==> src/rtl/ram256x8_pkg.sv <==
// Shared constants and types for the 256x8 RAM arbiter / zero-fill sequencer.
package ram256x8_pkg;

    localparam int AW    = 8;
    localparam int DW    = 8;
    localparam int DEPTH = 256;

    // Last word written by the zero-fill sweep.
    localparam logic [AW-1:0] LAST_ADDR = AW'(DEPTH - 1);

    // Conflict resolution modes.
    localparam int PRIO_RR    = 0;  // loser of the previous conflict wins
    localparam int PRIO_FIXED = 1;  // port 0 always wins a conflict

    typedef enum logic {
        IDLE = 1'b0,
        FILL = 1'b1
    } state_t;

endpackage

==> src/rtl/ram256x8_arb_if.sv <==
// Requester, zero-fill and RAM-side signals of the arbiter as one bundle.
interface ram256x8_arb_if;
    import ram256x8_pkg::*;

    logic          REQ0, WR0, ACK0;
    logic [AW-1:0] A0;
    logic [DW-1:0] D0, Q0;
    logic          REQ1, WR1, ACK1;
    logic [AW-1:0] A1;
    logic [DW-1:0] D1, Q1;
    logic          CLR, BUSY;
    logic [AW-1:0] RA;
    logic [DW-1:0] RD, RO;
    logic          RWE;

    // Arbiter side.
    modport slave (
        input  REQ0, WR0, A0, D0, REQ1, WR1, A1, D1, CLR, RO,
        output ACK0, Q0, ACK1, Q1, BUSY, RA, RD, RWE
    );

    // Requesters plus the RAM instance.
    modport master (
        output REQ0, WR0, A0, D0, REQ1, WR1, A1, D1, CLR, RO,
        input  ACK0, Q0, ACK1, Q1, BUSY, RA, RD, RWE
    );

endinterface

==> src/rtl/ram256x8_arb_arb2_rr.sv <==
// Two-input arbiter: masks the port granted last edge, resolves conflicts
// by round-robin pointer or fixed port-0 priority, emits a one-hot grant.
module arb2_rr
    import ram256x8_pkg::*;
#(
    parameter int PRIO = PRIO_RR
) (
    input  logic       clk,
    input  logic       rst_n,
    input  logic       en,
    input  logic [1:0] req,
    input  logic [1:0] last,
    output logic [1:0] gnt
);

    logic       ptr;   // 0: port 0 wins the next conflict
    logic [1:0] elig;
    logic       conflict;

    // A port granted last edge still has its ACK in flight, so it sits out.
    assign elig     = en ? (req & ~last) : 2'b00;
    assign conflict = &elig;

    // Grant selection.
    always_comb begin
        gnt = elig;
        if (conflict)
            gnt = (PRIO == PRIO_FIXED || !ptr) ? 2'b01 : 2'b10;
    end

    // Pointer moves to the loser, and only on a real conflict.
    always_ff @(posedge clk or negedge rst_n) begin
        if (!rst_n)
            ptr <= 1'b0;
        else if (conflict && PRIO == PRIO_RR)
            ptr <= ~ptr;
    end

endmodule

==> src/rtl/ram256x8_arb.sv <==
// Shares a 256x8 async-read / sync-write RAM between two requesters and a
// zero-fill engine. RAM port is registered; read data and ACK return one
// cycle after the access cycle.
module ram256x8_arb
    import ram256x8_pkg::*;
#(
    parameter int PRIO = PRIO_RR
) (
    input logic           CLK,
    input logic           RSTN,
    ram256x8_arb_if.slave bus
);

    state_t        state, state_nx;
    logic [AW-1:0] cnt, cnt_nx;
    logic [AW-1:0] ra_q, ra_nx;
    logic [DW-1:0] rd_q, rd_nx;
    logic          rwe_q, rwe_nx;
    logic [DW-1:0] q0_q, q1_q;
    logic [1:0]    gnt, gnt_q, ack_q;
    logic          fill_ld, fill_done;

    // The sweep ends once address 255 has been presented to the RAM.
    assign fill_done = (state == FILL) && (ra_q == LAST_ADDR);
    // CLR beats a same-edge request; requests resume on the exit edge.
    assign fill_ld   = (state == IDLE) ? bus.CLR : !fill_done;

    arb2_rr #(.PRIO(PRIO)) u_arb (
        .clk   (CLK),
        .rst_n (RSTN),
        .en    (!fill_ld),
        .req   ({bus.REQ1, bus.REQ0}),
        .last  (gnt_q),
        .gnt   (gnt)
    );

    // State register.
    always_ff @(posedge CLK or negedge RSTN) begin
        if (!RSTN) state <= IDLE;
        else       state <= state_nx;
    end

    // Next-state logic.
    always_comb begin
        state_nx = state;
        case (state)
            IDLE:    if (bus.CLR)   state_nx = FILL;
            FILL:    if (fill_done) state_nx = IDLE;
            default:                state_nx = IDLE;
        endcase
    end

    // Next RAM-port values: fill word, granted operands, or hold with RWE low.
    always_comb begin
        ra_nx  = ra_q;
        rd_nx  = rd_q;
        rwe_nx = 1'b0;
        cnt_nx = cnt;
        if (fill_ld) begin
            ra_nx  = cnt;
            rd_nx  = '0;
            rwe_nx = 1'b1;
            cnt_nx = cnt + AW'(1);  // wraps to 0 after the last word
        end else if (gnt[0]) begin
            ra_nx  = bus.A0;
            rd_nx  = bus.D0;
            rwe_nx = bus.WR0;
        end else if (gnt[1]) begin
            ra_nx  = bus.A1;
            rd_nx  = bus.D1;
            rwe_nx = bus.WR1;
        end
    end

    // RAM-port, grant-id pipeline and return-path registers.
    always_ff @(posedge CLK or negedge RSTN) begin
        if (!RSTN) begin
            cnt   <= '0;
            ra_q  <= '0;
            rd_q  <= '0;
            rwe_q <= 1'b0;
            gnt_q <= 2'b00;
            ack_q <= 2'b00;
            q0_q  <= '0;
            q1_q  <= '0;
        end else begin
            cnt   <= cnt_nx;
            ra_q  <= ra_nx;
            rd_q  <= rd_nx;
            rwe_q <= rwe_nx;
            gnt_q <= gnt;
            ack_q <= gnt_q;
            // RWE here is still the flag of the access being completed.
            if (gnt_q[0] && !rwe_q) q0_q <= bus.RO;
            if (gnt_q[1] && !rwe_q) q1_q <= bus.RO;
        end
    end

    assign bus.RA   = ra_q;
    assign bus.RD   = rd_q;
    assign bus.RWE  = rwe_q;
    assign bus.ACK0 = ack_q[0];
    assign bus.ACK1 = ack_q[1];
    assign bus.Q0   = q0_q;
    assign bus.Q1   = q1_q;
    assign bus.BUSY = (state == FILL);

endmodule

==> src/flat_wrapper.sv <==
// flat-port wrapper written by rule: the top's interface ports become plain ports
module ram256x8_arb_flat import ram256x8_pkg::*;
#(
    parameter int PRIO = PRIO_RR
)
  (CLK, RSTN, bus_REQ0, bus_WR0, bus_A0, bus_D0, bus_REQ1, bus_WR1, bus_A1, bus_D1, bus_CLR, bus_RO, bus_ACK0, bus_Q0, bus_ACK1, bus_Q1, bus_BUSY, bus_RA, bus_RD, bus_RWE);
  ram256x8_arb_if bus_i ();
  input logic CLK;
  input logic RSTN;
  input wire logic [$bits(bus_i.REQ0)-1:0] bus_REQ0;
  input wire logic [$bits(bus_i.WR0)-1:0] bus_WR0;
  input wire logic [$bits(bus_i.A0)-1:0] bus_A0;
  input wire logic [$bits(bus_i.D0)-1:0] bus_D0;
  input wire logic [$bits(bus_i.REQ1)-1:0] bus_REQ1;
  input wire logic [$bits(bus_i.WR1)-1:0] bus_WR1;
  input wire logic [$bits(bus_i.A1)-1:0] bus_A1;
  input wire logic [$bits(bus_i.D1)-1:0] bus_D1;
  input wire logic [$bits(bus_i.CLR)-1:0] bus_CLR;
  input wire logic [$bits(bus_i.RO)-1:0] bus_RO;
  output wire logic [$bits(bus_i.ACK0)-1:0] bus_ACK0;
  output wire logic [$bits(bus_i.Q0)-1:0] bus_Q0;
  output wire logic [$bits(bus_i.ACK1)-1:0] bus_ACK1;
  output wire logic [$bits(bus_i.Q1)-1:0] bus_Q1;
  output wire logic [$bits(bus_i.BUSY)-1:0] bus_BUSY;
  output wire logic [$bits(bus_i.RA)-1:0] bus_RA;
  output wire logic [$bits(bus_i.RD)-1:0] bus_RD;
  output wire logic [$bits(bus_i.RWE)-1:0] bus_RWE;
  assign bus_i.REQ0 = bus_REQ0;
  assign bus_i.WR0 = bus_WR0;
  assign bus_i.A0 = bus_A0;
  assign bus_i.D0 = bus_D0;
  assign bus_i.REQ1 = bus_REQ1;
  assign bus_i.WR1 = bus_WR1;
  assign bus_i.A1 = bus_A1;
  assign bus_i.D1 = bus_D1;
  assign bus_i.CLR = bus_CLR;
  assign bus_i.RO = bus_RO;
  assign bus_ACK0 = bus_i.ACK0;
  assign bus_Q0 = bus_i.Q0;
  assign bus_ACK1 = bus_i.ACK1;
  assign bus_Q1 = bus_i.Q1;
  assign bus_BUSY = bus_i.BUSY;
  assign bus_RA = bus_i.RA;
  assign bus_RD = bus_i.RD;
  assign bus_RWE = bus_i.RWE;
  ram256x8_arb #(.PRIO(PRIO)) u_core (.CLK(CLK), .RSTN(RSTN), .bus(bus_i));
endmodule
==> config.mk <==
export PLATFORM = sky130hd
export DESIGN_NAME = ram256x8_arb_flat
export DESIGN_NICKNAME = d
export VERILOG_FILES = /design/src/rtl/ram256x8_pkg.sv /design/src/rtl/ram256x8_arb_if.sv /design/src/rtl/ram256x8_arb_arb2_rr.sv /design/src/rtl/ram256x8_arb.sv /design/src/flat_wrapper.sv
export SDC_FILE = /design/constraint.sdc
export NUM_CORES = 1
export LEC_CHECK = 0
export CORE_ASPECT_RATIO = 0.7
export CORE_MARGIN = 2
export CORE_UTILIZATION = 48
export CTS_BUF_LIST = sky130_fd_sc_hd__clkbuf_2
export CTS_CLUSTER_SIZE = 8
export DETAILED_ROUTE_END_ITERATION = 7
export MAX_ROUTING_LAYER = met4
export PLACE_DENSITY_LB_ADDON = 0.05
export SETUP_SLACK_MARGIN = 0.2
export SYNTH_ARGS = -nofsm -noshare
export SYNTH_HDL_FRONTEND = slang
export SYNTH_SLANG_ARGS = --single-unit
==> constraint.sdc <==
create_clock -name CLK -period 4.69 [get_ports CLK]
set_input_delay 0.7035 -clock CLK [delete_from_list [all_inputs] [get_ports CLK]]
set_output_delay 0.7035 -clock CLK [all_outputs]
set_load 0.05 [all_outputs]
==> impl_metrics.ini, run 1 <==
[clocking]
numCtsBuffers = 5
clk_path_buf_depth = 2
clkTransAtPathRegs_ps = 240
holdBufCountCts = 0
clk_latency_ps = 430
post_cts_buffers = 0
cts_sinks = 47
cts_root_buffer = clkbuf_2
htree_levels = 2
cts_resized = 0
cts_tree = done

[pwr]
switching_share_pct = 36.3
p_leak_uw = 0.00131
power.switching_uw = 414
intPower_uw = 725
power_density_nw_per_um2 = 381
pwr-share-clk_pct = 19.0
combPwrFrac_pct = 33.5
ir_drop_uv = 292
pwr-share-seq_pct = 47.5
power_uw = 1140

[drt]
routed_wl_um = 4900
vias = 1669
routedWlPerCell_um = 15.5
dr.first_iter.drc_count = 70
vias_per_cell = 5.28
drt_pass1_iterations = 4
drc = 0
ant_nets = 0

[yosys]
yosysUniqueCellTypes = 32
syn_nets = 229
avgSynthCellArea_um2 = 11.5
synth_top_cell_by_area = dfrtp_1
synth-main-ff-cell = dfrtp_1
yosysMostFrequentCell = dfrtp_1
syn_inst = 181
yosys_warnings = 0
async_flop_share_pct = 100
post_synth_instance_area_um2 = 2090
synthTopCellsByCount = dfrtp_1, nand2_1, nor2_1
ys_top_cells_by_area = dfrtp_1, mux2_1, mux2_2, nand2_1, a311oi_1
synth-edff-count = 0
synth-seq-cells = 47
yosysTopAreaCellShare_pct = 56.4
synth_sequential_area_ratio_pct = 56.4

[floorplan]
initial_core_util_pct = 49.0
rows = 20
coreArea_um2 = 4250
fp.dieArea_um2 = 4900
die_x_um = 82.8
die-height_um = 59.2
ios = 83

[sta]
worst_pin_slew_ps = 1020
fin_crit_sh_pct = 51.4
min_period_ps = 2410
relSlewSlack_pct = 32.1
worst_slack_ps = 2280
finalSetupTns_ps = 0
fmax_mhz = 415
maxSlewViolCount = 0
rsz0062_at_grt = false
hold_viol_final = 0
finalSetupViolCount = 0
fin_skew_ps = 30.9

[finish]
final_cell_area_um2 = 2990
fin_nets = 308
syn2layout_area_growth_pct = 43.5
fin_util_pct = 70.4
final_layout_size_suffix_gt1_share_pct = 7.66
diodes = 0

[flow_run]
cap_viol_max_count = 0

[worst_setup_path]
r2r-end = u_core.bus.RA[3]
critPathMaxStageDelay_ps = 820
r2r_slack_ps = 2680
arrival_ps = 1710
path_buf_inv = 1
cp-start-kind = register
endpoint_kind = output port
path_delay_family = buffers and inverters
path_class = reg -> out
rr_worst_depth = 4
required_ps = 3990
crit_chain = clkdlybuf4s50_1
reg2reg_from = u_core.gnt_q[0]
crit_fanout = 3
cpMaxStageDelayCell = clkdlybuf4s50_1

[placed_design]
gp_congestion = 0.796
io_buffers = 82
placed_cell_area_um2 = 2930
place_hpwl_um = 3660
pre_cts_slack_ps = 2010

[global_route]
overflow = 0
grt_pass1_wl_um = 7690
grt_max_degree = 48
antenna_found_initial = 0
grt_pass1_vias = 1665
grtUsageTotal_pct = 22.4

[hold_path]
hold_path.class = in -> async

[outcome]
outcome = finished, final reports clean
==> power groups by stage <==
stage | registers, uW | logic, uW | clock network (uW)
after detailed placement | 548 | 383 | 0
after floorplan | 657 | 118 | 0
after global placement | 546 | 379 | 0
after CTS | 540 | 385 | 222
after global routing | 553 | 410 | 238
final | 541 | 382 | 216
==> worst register-to-register path, delay by kind of cell (launching register included) <==
kind	cells	cell delay [ps]
AOI/OAI and AO/OA	2	430
DFF	1	460
and+or+nand+nor	2	1040
==> final cells by class <==
type / count / area, um2
inverters: 1 / 3.75
well taps: 55 / 68.8
clock buffers: 5 / 25.0
clock inverters: 3 / 38.8
flip-flops and latches: 47 / 1180
fillers: 343 / 1260
multi-input cells: 122 / 857
repair buffers: 83 / 823
==> flip-flops by register name, indices dropped and copies added (netlist names) <==
signal            flops
u_core.bus.Q1         8
u_core.bus.BUSY       1
u_core.u_arb.ptr      1
u_core.bus.RD         8
u_core.bus.RA         8
u_core.cnt            8
u_core.bus.RWE        1
u_core.bus.Q0         8
u_core.ack_q          2
u_core.gnt_q          2
==> kinds of logic after synthesis <==
kind of cell,count (synthesis),share of synthesized area (%)
AO/OA/AOI/OAI,26,10.7
XOR/XNOR,8,3.36
adder cells (fa/ha/maj),1,0.600
buffers and inverters,12,2.52
flip-flops,47,56.4
multiplexers,20,11.0
AND/OR/NAND/NOR,67,15.4
==> worst max-delay path by stage <==
stage,start,end,cells past startpoint
CTS,u_core.bus.RA[4],bus_RA[4],1
finish,u_core.bus.RA[4],bus_RA[4],1
global route,u_core.bus.RA[4],bus_RA[4],1
floorplan,bus_REQ1,u_core.bus.RA[6],5
global placement,bus_REQ0,u_core.bus.RA[0],5
detailed placement,bus_REQ0,u_core.bus.RA[1],5
==> layout by cell type, fill, tap and decap left out, types with 2 or more instances in the layout <==
cell	count
o221a_1	3
nand2_1	23
nand2b_1	6
xnor2_1	6
dfrtp_1	47
clkdlybuf4s50_1	81
nor2_1	17
mux2_2	9
mux2_1	10
clkbuf_2	5
and3_1	3
and4_1	2
nand3_1	3
or3_1	4
and2_1	2
a311oi_1	8
nand4_1	3
xor2_1	2
o31ai_1	9
==> per-layer routing <==
| metal | track usage [%] | vias up | share of wire, % |
|---|---|---|---|
| met4 | 9.84 | 0 | 2.4 |
| met1 | 30.5 | 796 | 48 |
| met3 | 5.34 | 12 | 6.2 |
| li1 | - | 805 | - |
| met2 | 32.0 | 56 | 44 |
| met5 | - | - | 0 |
==> per-stage QoR <==
stage	hold slack, ps	cells
CTS	427	316
global route	467	316
global placement	384	308
floorplan	367	181
detailed placement	392	308
finish	409	316
Note: power is estimated with default switching activity, not from simulation.
==> run 2, diff against run 1 <==
--- a/config.mk
+++ b/config.mk
@@ -7,7 +7,7 @@
 export LEC_CHECK = 0
 export CORE_ASPECT_RATIO = 0.7
 export CORE_MARGIN = 2
-export CORE_UTILIZATION = 48
+export CORE_UTILIZATION = 45
 export CTS_BUF_LIST = sky130_fd_sc_hd__clkbuf_2
 export CTS_CLUSTER_SIZE = 8
 export DETAILED_ROUTE_END_ITERATION = 7
==> constraint.sdc (replaced) <==
create_clock -name CLK -period 2.4 [get_ports CLK]
set_input_delay 0.36 -clock CLK [delete_from_list [all_inputs] [get_ports CLK]]
set_output_delay 0.36 -clock CLK [all_outputs]
set_load 0.05 [all_outputs]
==> run 2 against run 1 <==
Against the previous run:
- first-iteration DRC count stayed put
- die area grew 6.3%
- register-to-register slack got worse by 2000 ps
- routed wire length shrank 2.7%
- flip-flop and latch count unchanged
- final area rose by 1.8%
- highest routed layer unchanged
- clock power rose by 93%
- clock skew down 24 ps
- non-clock buffer count grew 7
- count of clock-buffer cells in the layout stayed put
- via count increased by 0.48%
- global-route usage decreased by 2.2 points
==> impl_metrics.ini, run 2 (same netlist as run 1, synthesis figures left out) <==
[placed_design]
place_hpwl_um = 3520
gp_congestion = 0.820
dp.cells = 314
io_buffers = 82

[flow_run]
cap_viol_max_count = 0

[worst_setup_path]
crit_fanout = 3
r2r_slack_ps = 700
path_delay_family = buffers and inverters
arrival_ps = 1640
path_buf_inv = 1
crit_chain = clkdlybuf4s50_1
r2r-end = u_core.bus.RA[6]
required_ps = 2040
critPathMaxStageDelay_ps = 820
endpoint_kind = output port
reg2reg_from = u_core.gnt_q[0]
cpMaxStageDelayCell = clkdlybuf4s50_1
path_class = reg -> out
cp-start-kind = register
rr_worst_depth = 4

[drt]
routed_wl_um = 4770
routedWlPerCell_um = 14.8
drt_pass1_iterations = 4
drc = 0
vias_per_cell = 5.19
vias = 1677
dr.first_iter.drc_count = 70
ant_nets = 0

[pwr]
pwr-share-seq_pct = 47.2
combPwrFrac_pct = 34.1
switching_share_pct = 35.9
pwr-share-clk_pct = 18.7
power.switching_uw = 798
intPower_uw = 1420
power_density_nw_per_um2 = 729
p_leak_uw = 0.00134
ir_drop_uv = 595

[sta]
finalSetupTns_ps = 0
finalSetupViolCount = 0
relSlewSlack_pct = 61.5
min_period_ps = 2000
rsz0062_at_grt = false
hold_viol_final = 0
maxSlewViolCount = 0
fin_crit_sh_pct = 83.2
fin_skew_ps = 7.00
worst_pin_slew_ps = 578
fmax_mhz = 501

[clocking]
clk_path_buf_depth = 2
cts_sinks = 47
clkTransAtPathRegs_ps = 230
htree_levels = 2
clk_latency_ps = 380
cts_tree = done
cts_root_buffer = clkbuf_2
numCtsBuffers = 5
cts_resized = 0

[floorplan]
initial_core_util_pct = 47.4
die-height_um = 61.0
ios = 83
coreArea_um2 = 4400
die_x_um = 85.4
fp.dieArea_um2 = 5200
rows = 20

[finish]
layout_common_cells = clkdlybuf4s50_1, dfrtp_1, nand2_1
final_layout_size_suffix_gt1_share_pct = 9.70
stdcell_count = 323
layout_commonest_cell = clkdlybuf4s50_1
diodes = 0
fillers = 359
fin_nets = 315
syn2layout_area_growth_pct = 46.1

[global_route]
grt_max_degree = 48
antenna_found_initial = 0
overflow = 0
use_met3_pct = 5.17
gr-usage-met2_pct = 29.1
grt_busiest_layer = met2
grtUsageTotal_pct = 20.1
grtUsageMet1_pct = 28.9
grt_pass1_wl_um = 7790
grt_pass1_vias = 1575

[hold_path]
hold_path.class = reg -> reg
worstHoldEndpoint = u_core.ack_q[0]
whs_path_depth = 0
holdCritStartpoint = u_core.gnt_q[0]

[outcome]
outcome = finished, final reports clean
[run 2: per-layer routing]
| metal | vias up | routed length [um] |
|---|---|---|
| met4 | 0 | 15 |
| met5 | - | 0 |
| met1 | 795 | 2330 |
| met2 | 60 | 2070 |
| met3 | 2 | 349 |
| li1 | 820 | - |
[run 2: layout make-up]
cell class              count  area (um2)  share of cell area (%)
well taps                  55        68.8                    2.26
clock inverters             3        38.8                    1.27
repair buffers             90         878                    28.8
flip-flops and latches     47        1180                    38.6
clock buffers               5        25.0                   0.821
inverters                   1        3.75                   0.123
multi-input cells         122         857                    28.1
[run 2: stage by stage]
step	util (%)	setup WS, ps	hold WS, ps	total power (uW)	area [um2]
floorplan	-	581	64.4	1510	2090
global placement	67.5	403	381	1820	2970
detailed placement	67.5	358	383	1830	2970
CTS	69.2	370	424	2250	3050
global route	69.2	278	432	2360	3050
finish	69.2	403	423	2220	3050
[run 2: what timing repair did]
action,in CTS,in global routing
setup buffers,0,0
endpoints found under the hold margin,3,0
hold buffers,1,0
[run 2: worst max-delay path by stage]
stage,endpoint,start,depth (start not counted)
6_report,bus_RA[0],u_core.bus.RA[0],1
5_1_grt,bus_RA[7],u_core.bus.RA[7],1
4_1_cts,bus_RWE,u_core.bus.RWE,1
3_5_place_dp,u_core.bus.RA[6],bus_REQ0,5
3_3_place_gp,u_core.bus.RA[6],bus_REQ0,5
2_1_floorplan,u_core.cnt[1],u_core.bus.BUSY,4
[run 2: power by group through the flow]
| stage | combinational (uW) | sequential, uW | clock [uW] |
|---|---|---|---|
| final | 757 | 1050 | 416 |
| after global routing | 812 | 1070 | 478 |
| after CTS | 763 | 1050 | 434 |
| after detailed placement | 760 | 1070 | 0 |
| after global placement | 755 | 1070 | 0 |
| after floorplan | 231 | 1280 | 0 |
